`src/rtl/led_fill_drain_pkg.sv`:
```
// Shared types and defaults for the LED fill/drain sequencer.
// Holds the FSM state encoding and the counter sizing helper.
package led_fill_drain_pkg;

  typedef enum logic [1:0] {
    FILL       = 2'd0,
    HOLD_FULL  = 2'd1,
    DRAIN      = 2'd2,
    HOLD_EMPTY = 2'd3
  } fsm_state_e;

  localparam int DEF_WIDTH = 8;
  localparam int DEF_DIV   = 1;
  localparam int DEF_HOLD  = 0;

  // Bits needed to count 0..n-1, never less than one bit.
  function automatic int cnt_bits(input int n);
    return (n > 1) ? $clog2(n) : 1;
  endfunction

endpackage

```
`src/rtl/led_fill_drain_if.sv`:
```
// LED output bus between the sequencer (master) and the board pins (slave).
interface led_fill_drain_if
  import led_fill_drain_pkg::*;
#(
  parameter int WIDTH = DEF_WIDTH
);
  logic [WIDTH-1:0] Q;

  modport master (output Q);
  modport slave  (input  Q);
endinterface

```
`src/rtl/led_step_prescaler.sv`:
```
// Step-rate prescaler: step_tick pulses once every DIV clocks.
// With DIV=1 the count never leaves zero, so step_tick stays high.
module led_step_prescaler
  import led_fill_drain_pkg::*;
#(
  parameter int DIV = DEF_DIV
) (
  input  logic CLK,
  input  logic RST,
  output logic step_tick
);
  localparam int            CW   = cnt_bits(DIV);
  localparam logic [CW-1:0] LAST = CW'(DIV - 1);

  logic [CW-1:0] cnt_r;

  assign step_tick = (cnt_r == LAST);

  // Free-running 0..DIV-1 counter.
  always_ff @(posedge CLK or posedge RST) begin
    if (RST) begin
      cnt_r <= '0;
    end else if (step_tick) begin
      cnt_r <= '0;
    end else begin
      cnt_r <= cnt_r + CW'(1);
    end
  end
endmodule

```
`src/rtl/led_fill_drain.sv`:
```
// LED fill-then-drain sequencer: thermometer pattern grows from bit 0,
// optionally dwells at all-ones / all-zeros, then shrinks from the top.
module led_fill_drain
  import led_fill_drain_pkg::*;
#(
  parameter int WIDTH = DEF_WIDTH,
  parameter int DIV   = DEF_DIV,
  parameter int HOLD  = DEF_HOLD
) (
  input  logic              CLK,
  input  logic              RST,
  led_fill_drain_if.master  bus
);
  localparam logic [1:0] S_FILL       = FILL;
  localparam logic [1:0] S_HOLD_FULL  = HOLD_FULL;
  localparam logic [1:0] S_DRAIN      = DRAIN;
  localparam logic [1:0] S_HOLD_EMPTY = HOLD_EMPTY;

  localparam int               HW        = cnt_bits(HOLD);
  localparam logic [HW-1:0]    HOLD_LAST = HW'((HOLD > 0) ? HOLD - 1 : 0);
  localparam logic [WIDTH-1:0] ALL_ONES  = {WIDTH{1'b1}};
  localparam logic [WIDTH-1:0] ALL_ZERO  = {WIDTH{1'b0}};

  logic             step_tick_s;
  logic [1:0]       state_r, state_nxt_s;
  logic [WIDTH-1:0] q_r, q_nxt_s;
  logic [HW-1:0]    hold_cnt_r, hold_nxt_s;

  led_step_prescaler #(.DIV(DIV)) u_prescaler (
    .CLK       (CLK),
    .RST       (RST),
    .step_tick (step_tick_s)
  );

  // Next-state and next-pattern logic; everything holds between ticks.
  always_comb begin
    state_nxt_s = state_r;
    q_nxt_s     = q_r;
    hold_nxt_s  = hold_cnt_r;
    if (step_tick_s) begin
      case (state_r)
        S_FILL: begin
          q_nxt_s = {q_r[WIDTH-2:0], 1'b1};
          if (q_nxt_s == ALL_ONES) begin
            state_nxt_s = (HOLD > 0) ? S_HOLD_FULL : S_DRAIN;
          end else begin
            state_nxt_s = S_FILL;
          end
        end
        S_HOLD_FULL: begin
          if (hold_cnt_r == HOLD_LAST) begin
            hold_nxt_s  = '0;
            state_nxt_s = S_DRAIN;
          end else begin
            hold_nxt_s  = hold_cnt_r + HW'(1);
          end
        end
        S_DRAIN: begin
          q_nxt_s = {1'b0, q_r[WIDTH-1:1]};
          if (q_nxt_s == ALL_ZERO) begin
            state_nxt_s = (HOLD > 0) ? S_HOLD_EMPTY : S_FILL;
          end else begin
            state_nxt_s = S_DRAIN;
          end
        end
        S_HOLD_EMPTY: begin
          if (hold_cnt_r == HOLD_LAST) begin
            hold_nxt_s  = '0;
            state_nxt_s = S_FILL;
          end else begin
            hold_nxt_s  = hold_cnt_r + HW'(1);
          end
        end
        // Corrupted state: resume filling, pattern untouched.
        default: begin
          state_nxt_s = S_FILL;
          hold_nxt_s  = '0;
        end
      endcase
    end else begin
      state_nxt_s = state_r;
    end
  end

  // State, pattern and dwell counter registers.
  always_ff @(posedge CLK or posedge RST) begin
    if (RST) begin
      state_r    <= S_FILL;
      q_r        <= '0;
      hold_cnt_r <= '0;
    end else begin
      state_r    <= state_nxt_s;
      q_r        <= q_nxt_s;
      hold_cnt_r <= hold_nxt_s;
    end
  end

  assign bus.Q = q_r;
endmodule

```
`src/flat_wrapper.sv`:
```
// flat-port wrapper written by rule: the top's interface ports become plain ports
module led_fill_drain_flat import led_fill_drain_pkg::*;
#(
  parameter int WIDTH = DEF_WIDTH,
  parameter int DIV   = DEF_DIV,
  parameter int HOLD  = DEF_HOLD
)
  (CLK, RST, bus_Q);
  led_fill_drain_if #(.WIDTH(WIDTH)) bus_i ();
  input  logic CLK;
  input  logic RST;
  output wire logic [$bits(bus_i.Q)-1:0] bus_Q;
  assign bus_Q = bus_i.Q;
  led_fill_drain #(.WIDTH(WIDTH), .DIV(DIV), .HOLD(HOLD)) u_core (.CLK(CLK), .RST(RST), .bus(bus_i));
endmodule
```
`config.mk`:
```
export PLATFORM = sky130hd
export DESIGN_NAME = led_fill_drain_flat
export DESIGN_NICKNAME = d
export VERILOG_FILES = /design/src/rtl/led_fill_drain_pkg.sv /design/src/rtl/led_fill_drain_if.sv /design/src/rtl/led_step_prescaler.sv /design/src/rtl/led_fill_drain.sv /design/src/flat_wrapper.sv
export SDC_FILE = /design/constraint.sdc
export NUM_CORES = 1
export LEC_CHECK = 0
export BUFFER_PORTS_ARGS = -buffer_cell sky130_fd_sc_hd__buf_2
export CORE_AREA = 4 4 41 43
export CTS_CLUSTER_DIAMETER = 200
export CTS_CLUSTER_SIZE = 14
export DETAILED_ROUTE_END_ITERATION = 6
export DIE_AREA = 0 0 45 47
export GPL_ROUTABILITY_DRIVEN = 0
export PLACE_DENSITY = 0.61
export SYNTH_ARGS = -nofsm -noshare
export SYNTH_HDL_FRONTEND = slang
export SYNTH_HIERARCHICAL = 1
export SYNTH_SLANG_ARGS = --single-unit
```
`constraint.sdc`:
```
create_clock -name CLK -period 3.7 [get_ports CLK]
set_input_delay 0.185 -clock CLK [delete_from_list [all_inputs] [get_ports CLK]]
set_output_delay 0.185 -clock CLK [all_outputs]
set_load 0.02 [all_outputs]
```
==> results.txt <==
----------------------------------------------------
[GRT]
  Wire length of the first global-routing pass ... approximately 1400 µm
  Tot GR Track Use ... 9.50%
  Grt total ovfl ... 0
  Layer with the highest usage after global routing ... met2
  Vias in the first global route ... 319
  Global-route met3 utilization ... 2.68%
  Met1 Track Usage GR ... 11.9%
  Number of antenna violations at the first check in global routing ... 0
  Pin count of the biggest net entering global routing ... 19
  Met2 Track Usage GR ... 13.0%

[Layout]
  Post-synthesis to final-layout area growth ... 17.3%
  Util after Layout ... 39.7%
  Filler cell count ... 138
  Ant diodes ... 0
  Commonest cells after routing, fill and taps aside ... 9 x sky130_fd_sc_hd__buf_2, 9 x sky130_fd_sc_hd__dfrtp_1, 6 x sky130_fd_sc_hd__mux2i_1, 6 x sky130_fd_sc_hd__nor2_1, 6 x sky130_fd_sc_hd__a21oi_1
  Nets@finish ... 57
  Ratio of cells with drive above 1 in the final layout ... 22.2%

[Timing]
  RSZ-0062 raised after global routing ... false
  Final critical path time including I/O delays and setup ... 1.29 ns
  Worst Skew ... 0.000133 ns
  Period utilization ... 35.0%
  Achievable clock frequency ... 772 MHz
  Setup tns final ... 0 ns
  Hold Fails Final Rpt ... 0
  Slew Limit Fails ... 0
  # setup viols final ... 0

[Clock tree]
  Clock slew seen by the registers of the worst setup and hold paths ... 0.06 ns
  Worst-Skew Late Latency ... 0.26 ns
  Count of H-tree levels built during CTS ... 1
  Clk sink count ... 9
  CTS tree ... yes
  Count of buffers added by post-CTS timing repair for setup ... 0
  Post-CTS Hold Buffers ... 1
  Root Buffer ... sky130_fd_sc_hd__clkbuf_4
  Post-cts repair resize count ... 0
  Number of clock buffers inserted by TritonCTS ... 3
  Maximum buffer depth of the clock tree ... 2

[Logic synthesis]
  Count of different cell masters after synthesis ... 18
  Gate count of the mapped netlist ... between 40 and 50
  Mean area per synthesized cell ... 10.0 µm²
  Yosys top cell by area ... sky130_fd_sc_hd__dfrtp_1
  FF+latch count, synth ... 9
  Area share of the largest cell type after synthesis ... 51.1%
  Cell types with the largest area share after synthesis ... sky130_fd_sc_hd__dfrtp_1 51%, sky130_fd_sc_hd__mux2i_1 14%, sky130_fd_sc_hd__a21oi_1 6.8%
  Sequential element share of the synthesized area ... 51.1%
  Synthesized net count ... 46
  Synthesized cell area ... ~440 µm²
  Number of synthesis warnings ... 6

[Detailed routing]
  Final ANT Viol Nets ... 0
  Via total after detailed routing ... 341
  Detailed Route WL ... around 840 µm
  Wirelength per Cell ... 12.2 µm
  Post-detailed-route DRC marker count ... 0
  Number of DRC markers after the initial detailed-route iteration ... 8
  Pre-antenna DRT Iters ... 4
  Via/cell ratio ... about 4.9

[Floorplan]
  I/O pins ... 10
  Die Footprint ... 2120 µm²
  Core Rows ... 13
  Area of the core ... ~1300 µm²
  Die height ... roughly 47 µm
  Die extent in x ... 45 µm
  Initial Util ... 33.8%

[Setup path]
  Critical Path Sink Type ... flop
  Type of element launching the critical path ... flop
  Crit-path cells ... or4_1 > o21ai_1 > o31ai_1
  Gate family responsible for the most delay along the worst path ... simple AND/OR/NAND/NOR gates
  Req. time, crit path ... 3.83 ns
  CP Max Fanout ... 6
  Count of buffer and inverter cells on the critical path ... 0
  Slowest cell on the critical path ... sky130_fd_sc_hd__or4_1
  CP Class ... reg2reg
  Arr. time, crit path ... 1.43 ns
  Slowest stage delay, CP ... 0.52 ns

[Pwr]
  Static Leakage ... roughly 0.24 nW
  Pwr dens ... 848 nW/µm²
  Worst vdd ir ... 0.337 mV

[Place]
  # port buffers ... 9

[Status]
  Status ... finished, final reports clean

[Flow run]
  MaxCap Viol Count ... 0

[Hold path]
  Hold WC Path Type ... in2async

----------------------------------------------------
-- cells in the mapped netlist --
library cell,n
sky130_fd_sc_hd__a21oi_1,6
sky130_fd_sc_hd__buf_4,2
sky130_fd_sc_hd__o21ai_1,1
sky130_fd_sc_hd__nor2_1,6
sky130_fd_sc_hd__o22a_1,1
sky130_fd_sc_hd__dfrtp_1,9
sky130_fd_sc_hd__nand2_1,1
sky130_fd_sc_hd__or4b_1,1
sky130_fd_sc_hd__conb_1,1
sky130_fd_sc_hd__buf_2,1
sky130_fd_sc_hd__or4_1,1
sky130_fd_sc_hd__mux2i_1,6
sky130_fd_sc_hd__nand3b_1,1
sky130_fd_sc_hd__inv_1,2
sky130_fd_sc_hd__clkbuf_1,1
sky130_fd_sc_hd__nand4_1,2
sky130_fd_sc_hd__o31ai_1,1
sky130_fd_sc_hd__o21ai_0,1
-- flip-flops by register name (all words and copies together) (netlist names) --
signal and cells:
u_core/bus.Q 8, u_core/state_r 1
-- worst reg2reg max path: cells and delay by family, from the launching register on --
| family | cells | cell delay [ns] |
|---|---|---|
| AOI/OAI and AO/OA | 2 | 0.22 |
| DFF | 1 | 0.43 |
| and+or+nand+nor | 1 | 0.52 |
-- path summary, 6_finish.rpt --
path	from	slack, ns	endpoint	depth (start not counted)
hold / removal	RST	0.42	u_core/bus.Q[1]	3
min in group CLK	u_core/bus.Q[0]	0.61	u_core/state_r[1]	2
setup reg to reg	u_core/bus.Q[3]	2.41	u_core/state_r[1]	3
setup / recovery	u_core/bus.Q[3]	2.41	u_core/state_r[1]	3
hold reg to reg	u_core/bus.Q[0]	0.61	u_core/state_r[1]	2
max in group asynchronous	RST	3.04	u_core/bus.Q[2]	3
-- layout make-up --
type,instances,area [µm²],share of cell area (%)
Sequential cell,9,225,43.6
Multi-Input combinational cell,29,184,35.6
Timing Repair Buffer,10,55.1,10.7
Clock buffer,4,26.3,5.08
Tap cell,15,18.8,3.63
Inverter,2,7.51,1.45
-- stage by stage --
stage	total power, mW	std cells	instance area [µm²]	hold slack (ns)	setup slack (ns)
global placement	0.362	64	480	0.167	2.41
CTS	0.441	69	517	0.441	2.41
finish	0.438	69	517	0.418	2.41
global route	0.473	69	517	0.459	2.30
detailed placement	0.361	64	480	0.170	2.42
floorplan	0.309	44	440	0.0129	2.38
-- where the power goes --
group	internal, mW	switching, mW	total, mW	leakage [nW]
Combinational	0.0705	0.0890	0.160	0.130
Sequential	0.138	0.0631	0.201	0.0971
Clock	0.0417	0.0364	0.0781	0.0150
-- metal layers --
metal,up-vias,wire (µm)
met5,-,0
met4,0,21
met3,4,55
met2,10,378
met1,154,386
li1,173,-
-- cells by family (layout without fill, tap and decap cells) --
| group | count (synthesis) | in the layout | share of synthesized area [%] |
|---|---|---|---|
| buffers and inverters | 6 | 16 | 7.10 |
| other | 1 | 1 | 0.851 |
| AOI/OAI and AO/OA | 10 | 10 | 12.8 |
| muxes | 6 | 6 | 13.6 |
| and+or+nand+nor | 12 | 12 | 14.5 |
| DFF | 9 | 9 | 51.1 |
Note: power is estimated with default switching activity, not from simulation.
